`src/rtl/backprop_controll_gen.sv`:
```
// -----------------------------------------------------------------------------
// backprop_controll_gen
//
// Upstream sequencer for diff_backprop_reg. A start request opens a backward
// pass: one cycle computes the per-lane output cost derivative
// (predict - target, signed Q8.8). The pass then walks layers from last to
// first and, within each layer, steps 0..steps_per_layer-1, emitting one
// control word per unstalled cycle.
//
// Ports
//   clk               in   rising-edge clock
//   reset             in   synchronous active-high reset (wins over all inputs)
//   start             in   begin a pass; only honoured in IDLE
//   stall             in   freeze sequencing for this cycle
//   predict_value     in   size lanes of data_size bits, lane0 in the MSBs
//   target            in   size lanes of data_size bits, lane0 in the MSBs
//   diff_cost         out  registered predict - target, held until next pass
//   backprop_controll out  {active, first, layer[31:0], step[31:0]}, registered
//   busy              out  high while in COST or RUN
//   done              out  one-cycle pulse at the end of a pass
//
// Configuration macro
//   BACKPROP_COST_SAT_EN  defined: out-of-range lane differences saturate.
//                         undefined: differences wrap to data_size bits.
// -----------------------------------------------------------------------------
module backprop_controll_gen #(
    parameter int size                   = 3,
    parameter int data_size              = 16,
    parameter int layer_count            = 4,
    parameter int steps_per_layer        = 3,
    parameter int backprop_controll_size = 66
) (
    input  logic                              clk,
    input  logic                              reset,
    input  logic                              start,
    input  logic                              stall,
    input  logic [size*data_size-1:0]         predict_value,
    input  logic [size*data_size-1:0]         target,
    output logic [size*data_size-1:0]         diff_cost,
    output logic [backprop_controll_size-1:0] backprop_controll,
    output logic                              busy,
    output logic                              done
);

    typedef enum logic [1:0] {
        S_IDLE = 2'd0,
        S_COST = 2'd1,
        S_RUN  = 2'd2,
        S_DONE = 2'd3
    } state_t;

    localparam logic [31:0] LAST_LAYER = 32'(layer_count - 1);
    localparam logic [31:0] LAST_STEP  = 32'(steps_per_layer - 1);

    state_t                              state_q, state_d;
    logic [31:0]                         layer_q, layer_d;
    logic [31:0]                         step_q,  step_d;
    logic [backprop_controll_size-1:0]   ctrl_q,  ctrl_d;
    logic [size*data_size-1:0]           diff_q,  diff_d;
    logic                                busy_q,  busy_d;
    logic                                done_q,  done_d;

    logic [size*data_size-1:0]           diff_calc;

    // Reduce a (data_size+1)-bit difference back to data_size bits. Overflow
    // is detected by the top two bits disagreeing.
    function automatic logic [data_size-1:0] reduce_diff(input logic [data_size:0] d);
`ifdef BACKPROP_COST_SAT_EN
        if (d[data_size] != d[data_size-1]) begin
            return d[data_size] ? {1'b1, {(data_size-1){1'b0}}}
                                : {1'b0, {(data_size-1){1'b1}}};
        end
        return d[data_size-1:0];
`else
        return d[data_size-1:0];
`endif
    endfunction

    // Lane g occupies the g-th slice counting down from the MSB end.
    for (genvar g = 0; g < size; g++) begin : g_lane
        localparam int HI = (size - g) * data_size - 1;
        logic signed [data_size:0] lane_sub;

        assign lane_sub = $signed({predict_value[HI], predict_value[HI -: data_size]})
                        - $signed({target[HI], target[HI -: data_size]});
        assign diff_calc[HI -: data_size] = reduce_diff(lane_sub);
    end

    always_comb begin
        state_d = state_q;
        layer_d = layer_q;
        step_d  = step_q;
        ctrl_d  = '0;
        diff_d  = diff_q;
        done_d  = 1'b0;

        case (state_q)
            S_IDLE: begin
                // The done pulse is visible while already back in IDLE; a
                // start coinciding with it must not open a new pass.
                if (start && !done_q) begin
                    state_d = S_COST;
                end
            end
            S_COST: begin
                diff_d  = diff_calc;
                layer_d = LAST_LAYER;
                step_d  = 32'd0;
                state_d = S_RUN;
            end
            S_RUN: begin
                if (stall) begin
                    // Keep the last layer/step visible but drop active/first.
                    ctrl_d = {2'b00, ctrl_q[63:0]};
                end else begin
                    ctrl_d = {1'b1, (step_q == 32'd0), layer_q, step_q};
                    if (step_q == LAST_STEP) begin
                        step_d = 32'd0;
                        if (layer_q == 32'd0) begin
                            state_d = S_DONE;
                        end else begin
                            layer_d = layer_q - 32'd1;
                        end
                    end else begin
                        step_d = step_q + 32'd1;
                    end
                end
            end
            S_DONE: begin
                done_d  = 1'b1;
                state_d = S_IDLE;
            end
            default: begin
                state_d = S_IDLE;
            end
        endcase

        // Registered from the next state so busy tracks COST/RUN directly.
        busy_d = (state_d == S_COST) || (state_d == S_RUN);
    end

    always_ff @(posedge clk) begin
        if (reset) begin
            state_q <= S_IDLE;
            layer_q <= '0;
            step_q  <= '0;
            ctrl_q  <= '0;
            diff_q  <= '0;
            busy_q  <= 1'b0;
            done_q  <= 1'b0;
        end else begin
            state_q <= state_d;
            layer_q <= layer_d;
            step_q  <= step_d;
            ctrl_q  <= ctrl_d;
            diff_q  <= diff_d;
            busy_q  <= busy_d;
            done_q  <= done_d;
        end
    end

    assign diff_cost         = diff_q;
    assign backprop_controll = ctrl_q;
    assign busy              = busy_q;
    assign done              = done_q;

endmodule

```
`config.mk`:
```
export PLATFORM = sky130hd
export DESIGN_NAME = backprop_controll_gen
export DESIGN_NICKNAME = d
export VERILOG_FILES = /design/src/rtl/backprop_controll_gen.sv
export SDC_FILE = /design/constraint.sdc
export NUM_CORES = 1
export LEC_CHECK = 0
export CAP_MARGIN = 0
export CORE_ASPECT_RATIO = 0.7
export CORE_MARGIN = 10
export CORE_UTILIZATION = 55
export DETAILED_ROUTE_END_ITERATION = 8
export PLACE_DENSITY = 0.83
export SKIP_LAST_GASP = 1
export SLEW_MARGIN = 5
export SYNTH_ARGS = -nofsm -noshare
export SYNTH_HDL_FRONTEND = slang
export SYNTH_SLANG_ARGS = --single-unit
```
`constraint.sdc`:
```
create_clock -name clk -period 5.7 [get_ports clk]
set_input_delay 1.425 -clock clk [delete_from_list [all_inputs] [get_ports clk]]
set_output_delay 1.425 -clock clk [all_outputs]
set_load 0.02 [all_outputs]
```
# ---- Word level (Yosys, flattened, before mapping)
# Cells that the tools add are included.
dict set report word_totals {
  elab_cells 49
  latchBits 0
  n_memories 0
  out_inout_bits 116
  rom_bits 0
  ff_bits 182
  mem_bits_rw 0
}
dict set report op_classes {
  n_lt_le_gt_ge 0
  mul 0
  add_sub_neg 5
  muxes 14
  n_div 0
  n_reduce_logical 11
  bitwise 1
  shift 0
  eq_ne 9
}
# op count
set ops {}
lappend ops {{$mux W32} 5}
lappend ops {{$pmux W32 S2} 2}
lappend ops {{$mux W66} 1}
lappend ops {{$logic_not A32 Y1} 2}
lappend ops {{$sub A16 B16 Y16} 3}
lappend ops {{$add A32 B1 Y32 const B} 1}
lappend ops {{$eq A32 B2 Y1 const B} 1}
lappend ops {{$sub A32 B1 Y32 const B} 1}
lappend ops {{$mux W2} 4}
lappend ops {{$pmux W2 S4} 1}
lappend ops {{$eq A2 B2 Y1 const B} 3}
lappend ops {{$ne A2 B2 Y1 const B} 3}
lappend ops {{$eq A2 B1 Y1 const B} 2}
lappend ops {{$reduce_and A4 Y1} 1}
lappend ops {{$reduce_or A3 Y1} 1}
lappend ops {{$logic_not A2 Y1} 1}
lappend ops {{$reduce_and A2 Y1} 1}
lappend ops {{$reduce_bool A2 Y1} 1}
lappend ops {{$reduce_or A2 Y1} 1}
lappend ops {{$logic_and A1 B1 Y1} 1}
lappend ops {{$logic_not A1 Y1} 1}
lappend ops {{$logic_or A1 B1 Y1} 1}
lappend ops {{$mux W1} 1}
lappend ops {{$not A1 Y1} 1}

# ---- Longest topological paths before layout
# Gate-level depths: netlist of the first run.
dict set report depth {
  depth_word 7
  ltp_mapped 10
}

# ---- Least setup slack after synthesis of the first run
# Ideal clock, no wire load.
dict set report synth_path {
  path_kind {in2reg}
  startpoint {in target[3]}
  endpoint {reg diff_q[15], in the netlist diff_cost[15]}
  stages 9
  path_slack_ps 2345
  arrival_ps 3229
  n_path_buf 0
  cell_sequence {inv_1 > ha_1 > and2_1 > o21ai_0 > a31oi_1 > a2111oi_0 > a21oi_1 > xnor2_1 > o21ai_0}
}
dict set report synth_via {
  elab_chain_len 1
}
# item line
set synth_lines {}
lappend synth_lines {{start: declaration} 38} ;# input logic [size*data_size-1:0] target,
lappend synth_lines {{$sub A16 B16 Y16} 85} ;# - $signed({target[HI], target[HI -: data_size]});
lappend synth_lines {{end signal: assignment} 156} ;# diff_q <= diff_d;
lappend synth_lines {{end: declaration} 59} ;# logic [size*data_size-1:0] diff_q, diff_d;
# No other way between the ends.
# A chain may end at the register's enable or synchronous reset.

# ---- Worst setup path after layout of the first run
dict set report layout_path {
  startpoint {reg layer_q[8]}
  endpoint {reg layer_q[26]}
}
dict set report layout_via {
  elab_chain_len 5
  elab_cells_between_ends 8
  classes_between {add/sub: 1; eq/ne: 1; mux: 4; reduce/logical: 2}
}
# item line
set layout_lines {}
lappend layout_lines {{start: declaration} 56} ;# logic [31:0] layer_q, layer_d;
lappend layout_lines {{start signal: assignment} 153} ;# layer_q <= layer_d;
lappend layout_lines {{$sub A32 B1 Y32} 122} ;# layer_d = layer_q - 32'd1;
lappend layout_lines {{$mux W32} 119} ;# if (layer_q == 32'd0) begin
lappend layout_lines {{$mux W32} 117} ;# if (step_q == LAST_STEP) begin
lappend layout_lines {{$mux W32} 112} ;# if (stall) begin
lappend layout_lines {{$pmux W32 S2} 97} ;# case (state_q)
# Several ways; a longest one is shown, not always the timed one. The select of a mux whose other input is x is not followed.

==> results by group, run 1 <==
Timing
  • Worst setup margin: approximately 2.0 ns
  • Max_slew headroom: about a third
  • Skew final: around 0.016 ns
  • Final hold slack: approximately 0.46 ns
  • Crit path time final: 3.75 ns
  • Pins Over Slew Limit: 0
  • RSZ-0062 raised after global routing: no
  • Setup-failing EPs final: 0
  • Fin crit share: approximately two thirds
  • Fin. Hold Viols: 0
  • Total negative slack: 0 ns
  • Worst-Margin Slew: between 1 and 1.5 ns
  • Fmax: 267 MHz

Critical path
  • Crit-path most repeated cell: or4_1
  • CP Class: reg2reg
  • CP startpoint kind: register
  • CP top delay family: simple AND/OR/NAND/NOR gates
  • Worst Path Arrival: about 4 ns
  • CP max stage cell: o31ai_4
  • Reg2reg start: layer_q[8]
  • Max FO, Critical Path: 20
  • Worst Setup SP: layer_q[8]
  • WP buf/inv: 0
  • CP cell instances: or4_1 > or4_4 > or4_1 > o31ai_4 > a211oi_1 > xnor2_1 > nor2_1
  • Worst endpoint required time: slightly below 6 ns
  • Delay of the slowest critical-path stage: ~0.90 ns
  • CP Capture Type: register

Clock network
  • Cts hold-fix bufs: 0
  • Root Buffer: clkbuf_16
  • TritonCTS clock tree: built
  • H-tree depth: 4
  • Worst-path clk slew: ~0.070 ns
  • Post-CTS Setup Bufs: 0
  • CTS buffer count: 17
  • Clk_lat worst skew: between 0.4 and 0.5 ns
  • Clk sinks: ~180
  • Cells resized by post-CTS repair: 0
  • CTS Buffer Depth: 2

Routing
  • DR vias/cell: 5.65
  • Antenna viol nets, final: 0
  • Final WL: 26.5 mm
  • Iter 0 DRT Violations: roughly 650
  • TritonRoute pass-1 iters: 5
  • DRC: 0
  • Post-detailed-route wirelength per cell: 16.8 um
  • Via Count: slightly below 9000

Global route
  • Initial antenna violation count: 2
  • Vias in the first global route: 8363
  • GRT Total Usage: around 22%
  • Largest net degree at the start of global routing: 86
  • First-pass GRT wire length: 42.8 mm
  • Grt total ovfl: 0

Logic synthesis
  • Largest area contributor in the netlist: dfxtp_1
  • Seq/Total Area, Yosys: between 30% and 40%
  • Synth top area share: 37.8%
  • Synth Register Bits: about 180
  • Largest cells by area after synthesis: dfxtp_1, mux2i_1, nor2_1
  • Ys async rst share: 0%
  • Cells after synthesis: about 1100
  • Post-Syn Area: around 0.0096 mm2
  • Avg Inst Size Synth: 8.40 um2
  • Syn Nets: 1305
  • Top FF cell, synth: dfxtp_1
  • Yosys cell types: 60
  • Number of flops mapped to enable cells by yosys: 0
  • Ys Warns: 0

Placement
  • Final HPWL DP: 19.6 mm
  • Pre-CTS setup slack: about 1.6 ns
  • Routability cong.: 0.863
  • PortBufs: roughly 220
  • Placed standard-cell area: 0.0119 mm2

Power
  • Sequential power share: 37.5%
  • Power Density: 310 mW/mm2
  • Leak: approximately 4.9 nW
  • Sw frac: 34.1%
  • Max VDD drop: between 0.2 and 0.25 mV
  • Switch Pwr: between 1 and 1.5 mW
  • Gate power share: a little under a third
  • Clock share of power: between 30% and 40%
  • Overall power: about 3.9 mW
  • Cell Int Power: between 2 and 3 mW

Die
  • Num ports: approximately 220
  • Core area: between 0.015 and 0.02 mm2
  • DIE WIDTH: roughly 180 um
  • Die area: around 0.023 mm2
  • DIE HEIGHT: 131 um
  • Rows: 40
  • Starting Density: 56.2%

Cells and area
  • Final nets: between 1000 and 1500
  • Cell area after layout: around 0.013 mm2
  • Commonest non-fill, non-tap cells in the layout: clkdlybuf4s50_1, nor2_1, dfxtp_1
  • Filler Cells Inserted: roughly 1300
  • Share of cells above drive strength 1: ~4.4%
  • Most common cell after layout, fill and taps aside: clkdlybuf4s50_1
  • P&R area growth vs syn: 30.2%

Min path
  • Hold Crit Class: reg2reg
  • Hold Path Origin: diff_cost[47]

Job
  • MaxCap Viol Count: 0

Outcome
  • Status: complete, no violations
worst reg2reg max path: stages, from the launching register on:
cell	delay [ns]
dfxtp_1	0.37
or4_1	0.64
or4_4	0.54
or4_1	0.62
o31ai_4	0.90
a211oi_1	0.23
xnor2_1	0.20
nor2_1	0.07
layer usage:
layer / GRT usage [%] / wire length (um) / vias to the layer above
li1: - / - / 4427
met1: 28.9 / 11900 / 4178
met2: 36.6 / 12300 / 278
met3: 5.30 / 1910 / 27
met4: 6.11 / 349 / 2
met5: 0 / 13 / -
power by group through the flow:
| stage | combinational [mW] | clock, mW | sequential (mW) |
|---|---|---|---|
| 4_1_cts | 1.19 | 1.25 | 1.46 |
| 3_5_place_dp | 1.18 | 0 | 1.49 |
| 2_1_floorplan | 0.774 | 0 | 1.53 |
| 6_report | 1.20 | 1.24 | 1.46 |
| 3_3_place_gp | 1.16 | 0 | 1.49 |
| 5_1_grt | 1.31 | 1.31 | 1.48 |
area by class of cell:
class / instances / area, um2 / share of cell area [%]
Clock buffer: 17 / 425 / 3.39
Sequential cell: 182 / 3640 / 29.0
Timing Repair Buffer: 223 / 2200 / 17.5
Clock inverter: 15 / 208 / 1.65
Tap cell: 231 / 289 / 2.30
Inverter: 63 / 236 / 1.88
Antenna cell: 1 / 2.50 / 0.0199
Multi-Input combinational cell: 844 / 5560 / 44.2
worst paths after layout:
check / end / slack [ns] / depth (start not counted)
max reg2reg: layer_q[26] / 1.95 / 7
min reg2reg: diff_cost[47] / 0.46 / 2
max: layer_q[26] / 1.95 / 7
min: diff_cost[47] / 0.46 / 2
metrics by stage:
stage               cells  utilization (%)
floorplan            1148                -
global placement     1543             69.5
detailed placement   1543             69.5
CTS                  1575             73.2
global route         1576             73.2
finish               1576             73.2
flip-flops by register name (all words and copies together) (netlist names):
name / cells
backprop_controll: 66
busy: 1
diff_cost: 48
done: 1
layer_q: 32
state_q: 2
step_q: 32
Yosys cell counts (all sizes together) (3+ instances only):
library cell,number
and3,22
a21boi,3
a31o,3
dfxtp,182
or3,15
or4,8
inv,61
o31a,3
xor2,17
and2,7
o311ai,3
nor2,186
o22ai,3
o21ai,48
o21a,12
nor3b,7
nand4b,6
nand4,8
a21o,8
o2111ai,4
nand2b,11
nand3,21
buf,14
xnor2,36
clkbuf,45
mux2i,75
a31oi,6
nor4,22
a2111oi,10
nand2,63
fa,3
a211oi,21
o211ai,8
a21oi,72
nand3b,13
ha,54
or2,4
o31ai,3
a311oi,8
nor3,24
nor2b,11
kinds of logic after synthesis:
| family | after synthesis | share of synthesized area, % |
|---|---|---|
| adders and majority gates | 57 | 7.63 |
| buffers and inverters | 122 | 4.85 |
| xor gates and xnor gates | 53 | 4.81 |
| AOI/OAI and AO/OA | 228 | 15.6 |
| and+or+nand+nor | 431 | 21.6 |
| DFF | 182 | 37.8 |
| muxes | 75 | 7.78 |
(Power assumes the default switching activity.)
==> run 2, diff against run 1 <==
- CORE_UTILIZATION: 55 -> 51
- PLACE_DENSITY: 0.83 -> 0.78
- clock period: 5.7 -> 3.9 ns (I/O delays scaled with it)
==> run 2 against run 1 <==
Net effect: critical path depth up 1; die area up 6.8%; core utilization down 4.4 points; sequential share of layout area down 0.078 points; global-route usage down 0.98 points; flip-flop and latch count unchanged; clock skew about the same; largest cell class unchanged; critical endpoint is now layer_q[18]; clock-buffer cell count unchanged; combinational power up 46%.
==> results by group, run 2 (synthesis results as in run 1) <==
Die
  • Die area: 0.0249 mm2 (+6.8%)
  • Starting Density: 52.7% (-3.5 points)
  • DIE WIDTH: 184 um (+3.4%)
  • Num ports: 216 (unchanged)
  • Core area: 0.0183 mm2 (+6.7%)
  • Rows: 41 (+2.5%)
  • DIE HEIGHT: 135 um (+3.3%)

Clock network
  • H-tree depth: 4 (unchanged)
  • CTS buffer count: 17 (unchanged)
  • TritonCTS clock tree: built
  • Post-CTS Setup Bufs: 0 (unchanged)
  • Clk sinks: 182 (unchanged)
  • Worst-path clk slew: 0.08 ns (about the same)
  • Cells resized by post-CTS repair: 0 (unchanged)
  • Cts hold-fix bufs: 0 (unchanged)
  • Root Buffer: clkbuf_16
  • CTS Buffer Depth: 2 (unchanged)
  • Clk_lat worst skew: 0.43 ns (about the same)

Timing
  • RSZ-0062 raised after global routing: no
  • Setup-failing EPs final: 0 (unchanged)
  • Max_slew headroom: 26.6% (-4.9 points)
  • Final hold slack: 0.455 ns (-0.00466 ns)
  • Pins Over Slew Limit: 0 (unchanged)
  • Skew final: 0.0156 ns (-0.000366 ns)
  • Fin. Hold Viols: 0 (unchanged)
  • Worst-Margin Slew: 1.10 ns (+0.0734 ns)
  • Crit path time final: 3.49 ns (-0.255 ns)
  • Fin crit share: 89.6% (+24 points)
  • Total negative slack: 0 ns (unchanged)
  • Worst setup margin: 0.406 ns (-1.54 ns)
  • Fmax: 286 MHz (+7.3%)

Power
  • Leak: 4.93 nW (+0.49%)
  • Max VDD drop: 0.286 mV (+29%)
  • Cell Int Power: 3.70 mW (+44%)
  • Sequential power share: 37.6% (about the same)
  • Switch Pwr: 1.98 mW (+49%)
  • Power Density: 451 mW/mm2 (+45%)
  • Gate power share: 30.9% (+0.2 points)
  • Clock share of power: 31.5% (-0.3 points)
  • Sw frac: 34.8% (+0.68 points)

Placement
  • Final HPWL DP: 19.8 mm (+0.92%)
  • Placed standard-cell area: 0.0120 mm2 (+0.41%)
  • PortBufs: 215 (unchanged)
  • Placed cell count: 1552 (+0.58%)
  • Routability cong.: 0.875 (+1.4%)
  • Pre-CTS setup slack: 0.266 ns (-1.32 ns)

Global route
  • GRT Total Usage: 21.3% (-0.98 points)
  • Grt total ovfl: 0 (unchanged)
  • First-pass GRT wire length: 44.0 mm (+2.7%)
  • Largest net degree at the start of global routing: 86 (unchanged)
  • Vias in the first global route: 8516 (+1.8%)
  • Initial antenna violation count: 0 (-2)

Cells and area
  • Finished Layout Cells: 1584 (+0.51%)
  • Commonest non-fill, non-tap cells in the layout: clkdlybuf4s50_1, nor2_1, dfxtp_1
  • Final nets: 1492 (+0.27%)
  • P&R area growth vs syn: 30.6%
  • Max reg flops: 66 (unchanged)
  • Cell area after layout: 0.0126 mm2 (+0.27%)
  • Most common cell after layout, fill and taps aside: clkdlybuf4s50_1
  • Antenna Cells: 0 (-1)
  • Sequential Area: 0.00364 mm2 (unchanged)
  • Filler Cells Inserted: 1490 (+16%)
  • Multi-input logic area: 0.00556 mm2 (unchanged)
  • Share of cells above drive strength 1: 4.67% (+0.28 points)

Critical path
  • CP startpoint kind: register
  • CP Capture Type: register
  • CP cell instances: or4_1 > or4_4 > or4_1 > o31ai_4 > buf_4 > a211oi_1 > xnor2_1 > nor2_1
  • Worst endpoint required time: 4.18 ns (-1.78 ns)
  • CP Class: reg2reg
  • Delay of the slowest critical-path stage: 0.65 ns (-0.25 ns)
  • Crit-path most repeated cell: or4_1
  • Max FO, Critical Path: 20 (unchanged)
  • Worst Path Arrival: 3.77 ns (-0.24 ns)
  • CP max stage cell: or4_1

Routing
  • Post-detailed-route wirelength per cell: 16.9 um (+0.78%)
  • Iter 0 DRT Violations: 628 (-4.0%)
  • Final WL: 26.8 mm (+1.3%)
  • DRC: 0 (unchanged)
  • TritonRoute pass-1 iters: 5 (unchanged)
  • DR vias/cell: 5.53 (-2.3%)
  • Via Count: 8753 (-1.8%)
  • Antenna viol nets, final: 0 (unchanged)

Min path
  • Hold Crit Class: reg2reg

Outcome
  • Status: complete, no violations

Job
  • MaxCap Viol Count: 0 (unchanged)
run 2: critical path: cells and delay by family, from the launching register on:
family / cells / cell delay [ns]
and+or+nand+nor: 4 / 1.89
DFF: 1 / 0.38
AOI/OAI and AO/OA: 2 / 0.47
xor gates and xnor gates: 1 / 0.29
buffers and inverters: 1 / 0.31
run 2: power by group through the flow:
| stage | logic [mW] | registers [mW] | clock network [mW] |
|---|---|---|---|
| floorplan | 1.13 | 2.24 | 0 |
| global placement | 1.70 | 2.17 | 0 |
| detailed placement | 1.74 | 2.18 | 0 |
| CTS | 1.76 | 2.13 | 1.82 |
| global route | 1.93 | 2.16 | 1.89 |
| finish | 1.75 | 2.14 | 1.79 |
run 2: worst paths after layout:
check	startpoint	cells after the start	slack [ns]	endpoint
worst min-delay path	diff_cost[15]	2	0.45	diff_cost[15]
worst min register to register	diff_cost[15]	2	0.45	diff_cost[15]
worst max register to register	layer_q[8]	8	0.41	layer_q[18]
worst max-delay path	layer_q[8]	8	0.41	layer_q[18]
run 2: stage by stage:
stage               total power, mW  utilization (%)
global placement               3.87             65.4
finish                         5.68             68.8
floorplan                      3.37                -
CTS                            5.71             68.8
global route                   5.98             68.8
detailed placement             3.91             65.4
run 2: final cells by class:
cell class / count / share of cell area, %
clock buffer: 17 / 3.38
clock inverter: 15 / 1.55
inverter: 63 / 1.88
multi-input combinational: 844 / 44.1
sequential: 182 / 28.9
tap: 236 / 2.34
timing repair buffer: 227 / 17.8
run 2: routing by layer:
| layer | up-vias | routed length, um | part of all wire (%) | track usage, % |
|---|---|---|---|---|
| li1 | 4421 | - | - | - |
| met1 | 4079 | 12600 | 47 | 28.2 |
| met2 | 234 | 12300 | 46 | 34.2 |
| met3 | 19 | 1570 | 5.9 | 4.74 |
| met4 | 0 | 307 | 1.1 | 5.81 |
| met5 | - | 0 | 0 | 0 |
==> run 3, diff against run 2 <==
- CAP_MARGIN: 0 -> default
- PLACE_DENSITY: 0.78 -> 0.83
==> run 3 against run 2 <==
Net effect: fmax is 2.3% higher; total power decreased by 1.1%; setup slack improved by 0.080 ns; sequential power about the same; combinational power hardly changed; critical path depth did not move; core utilization fell by 0.12 points; first-iteration DRC count increased by 12%; clock-buffer cell count unchanged; flip-flop and latch count did not move; largest power group unchanged.
==> results by group, run 3 (synthesis results as in run 1) <==
Global route
  • Grt peak-use layer: met2
  • Vias in the first global route: 8571 (+0.65%)
  • Met1 GRT Util: 27.0% (-1.1 points)
  • First-pass GRT wire length: 43.6 mm (-0.91%)
  • Largest net degree at the start of global routing: 86 (unchanged)
  • Initial antenna violation count: 0 (unchanged)
  • Grt total ovfl: 0 (unchanged)
  • GRT Total Usage: 21.3% (-0.082 points)
  • Met3 Usage GRT: 5.81% (+1.1 points)
  • M2 GR Usage: 34.6% (+0.40 points)

Cells and area
  • P&R area growth vs syn: 30.4%
  • Final nets: 1494 (+0.13%)
  • Most common cell after layout, fill and taps aside: clkdlybuf4s50_1
  • Share of cells above drive strength 1: 4.81% (+0.14 points)
  • Filler Cells Inserted: 1490 (unchanged)
  • Cell area after layout: 0.0126 mm2 (-0.17%)
  • Antenna Cells: 0 (unchanged)
  • Max reg flops: 66 (unchanged)
  • Commonest non-fill, non-tap cells in the layout: clkdlybuf4s50_1, nor2_1, dfxtp_1

Clock network
  • Worst-path clk slew: 0.07 ns (about the same)
  • Root Buffer: clkbuf_16
  • Post-CTS Setup Bufs: 0 (unchanged)
  • Clk sinks: 182 (unchanged)
  • TritonCTS clock tree: built
  • H-tree depth: 4 (unchanged)
  • Cts hold-fix bufs: 0 (unchanged)
  • Cells resized by post-CTS repair: 0 (unchanged)
  • CTS Buffer Depth: 2 (unchanged)
  • CTS buffer count: 17 (unchanged)
  • Clk_lat worst skew: 0.43 ns (about the same)

Placement
  • Placed standard-cell area: 0.0120 mm2 (+0.13%)
  • Final HPWL DP: 19.8 mm (+0.15%)
  • PortBufs: 215 (unchanged)
  • Pre-CTS setup slack: 0.322 ns (+0.0565 ns)
  • Routability cong.: 0.874 (about the same)

Min path
  • Hold Crit Class: reg2reg

Critical path
  • Max FO, Critical Path: 17 (-15%)
  • Worst setup endpoint: layer_q[21]
  • Worst Setup SP: layer_q[8]
  • Worst Path Arrival: 3.70 ns (-0.07 ns)
  • CP cell instances: or4_1 > or4_4 > or4_1 > o31ai_4 > buf_12 > a2111oi_2 > xnor2_1 > nor2_1
  • R2r endpoint: layer_q[21]
  • Reg2reg path depth: 8 (unchanged)
  • Worst endpoint required time: 4.18 ns (about the same)
  • WP buf/inv: 1 (unchanged)
  • CP max stage cell: or4_1
  • CP Capture Type: register
  • Reg2reg start: layer_q[8]
  • Worst path depth: 8 (unchanged)
  • Crit-path most repeated cell: or4_1
  • CP startpoint kind: register
  • CP top delay family: simple AND/OR/NAND/NOR gates
  • Delay of the slowest critical-path stage: 0.65 ns (about the same)
  • CP Class: reg2reg
  • Internal reg-to-reg setup slack: 0.49 ns (+0.08 ns)

Routing
  • Post-detailed-route wirelength per cell: 17.1 um (+0.82%)
  • Via Count: 8885 (+1.5%)
  • DR vias/cell: 5.60 (+1.4%)
  • Iter 0 DRT Violations: 702 (+12%)
  • DRC: 0 (unchanged)
  • Antenna viol nets, final: 0 (unchanged)
  • TritonRoute pass-1 iters: 5 (unchanged)
  • Final WL: 27.1 mm (+0.94%)

Job
  • MaxCap Viol Count: 0 (unchanged)

Timing
  • Fin. Hold Viols: 0 (unchanged)
  • Max_slew headroom: 27.6% (+0.98 points)
  • Pins Over Slew Limit: 0 (unchanged)
  • Total negative slack: 0 ns (unchanged)
  • Skew final: 0.0159 ns (+0.000269 ns)
  • Worst setup margin: 0.486 ns (+0.0800 ns)
  • Fin crit share: 87.5% (-2.1 points)
  • RSZ-0062 raised after global routing: no
  • Crit path time final: 3.41 ns (-0.0800 ns)
  • Fmax: 293 MHz (+2.3%)
  • Setup-failing EPs final: 0 (unchanged)
  • Final hold slack: 0.464 ns (+0.00923 ns)
  • Worst-Margin Slew: 1.09 ns (-0.0148 ns)

Power
  • Power Density: 447 mW/mm2 (-0.93%)
  • Overall power: 5.62 mW (-1.1%)
  • Leak: 4.92 nW (-0.26%)
  • Max VDD drop: 0.299 mV (+4.8%)

Die
  • Core area: 0.0183 mm2 (unchanged)
  • Rows: 41 (unchanged)
  • DIE WIDTH: 184 um (unchanged)
  • DIE HEIGHT: 135 um (unchanged)
  • Starting Density: 52.7% (unchanged)
  • Num ports: 216 (unchanged)
  • Die area: 0.0249 mm2 (unchanged)

Outcome
  • Status: complete, no violations
==> run 3: worst min path at each step <==
stage	startpoint	cells after the start	end	slack, ns
after global routing	diff_cost[27]	2	diff_cost[27]	0.48
after global placement	diff_cost[15]	2	diff_cost[15]	0.44
final	diff_cost[28]	2	diff_cost[28]	0.46
after CTS	diff_cost[28]	2	diff_cost[28]	0.46
after detailed placement	diff_cost[15]	2	diff_cost[15]	0.45
after floorplan	layer_q[0]	1	layer_q[0]	0.47
==> run 3: metrics by stage <==
stage	instances	utilization, %
6_report	1586	68.7
3_5_place_dp	1554	65.5
5_1_grt	1586	68.7
3_3_place_gp	1554	65.5
4_1_cts	1586	68.7
2_1_floorplan	1148	-
==> run 3: area by class of cell <==
| cell class | count | area, um2 | area share [%] |
|---|---|---|---|
| Clock buffer | 17 | 425 | 3.38 |
| Multi-Input combinational cell | 844 | 5560 | 44.2 |
| Inverter | 63 | 236 | 1.88 |
| Sequential cell | 182 | 3640 | 29.0 |
| Clock inverter | 15 | 159 | 1.26 |
| Tap cell | 236 | 295 | 2.35 |
| Timing Repair Buffer | 229 | 2260 | 18.0 |
==> run 3: tightest hold or removal path, delay by kind of cell, from the launching register on <==
| family | cells | cell delay, ns |
|---|---|---|
| AND/OR/NAND/NOR | 1 | 0.06 |
| flip-flops | 1 | 0.31 |
| AO/OA/AOI/OAI | 1 | 0.05 |
==> run 3: metal layers <==
layer	wire [um]	vias to the layer above
met1	12500	4190
met2	12500	227
met4	377	0
met5	0	-
met3	1720	30
li1	-	4438
==> run 3: where the power goes <==
| group | switching [mW] | leakage [nW] | total (mW) | internal (mW) |
|---|---|---|---|---|
| clock | 0.812 | 0.281 | 1.72 | 0.908 |
| combinational | 1.00 | 3.16 | 1.76 | 0.759 |
| sequential | 0.127 | 1.47 | 2.13 | 2.01 |
| total | 1.94 | 4.92 | 5.62 | 3.67 |
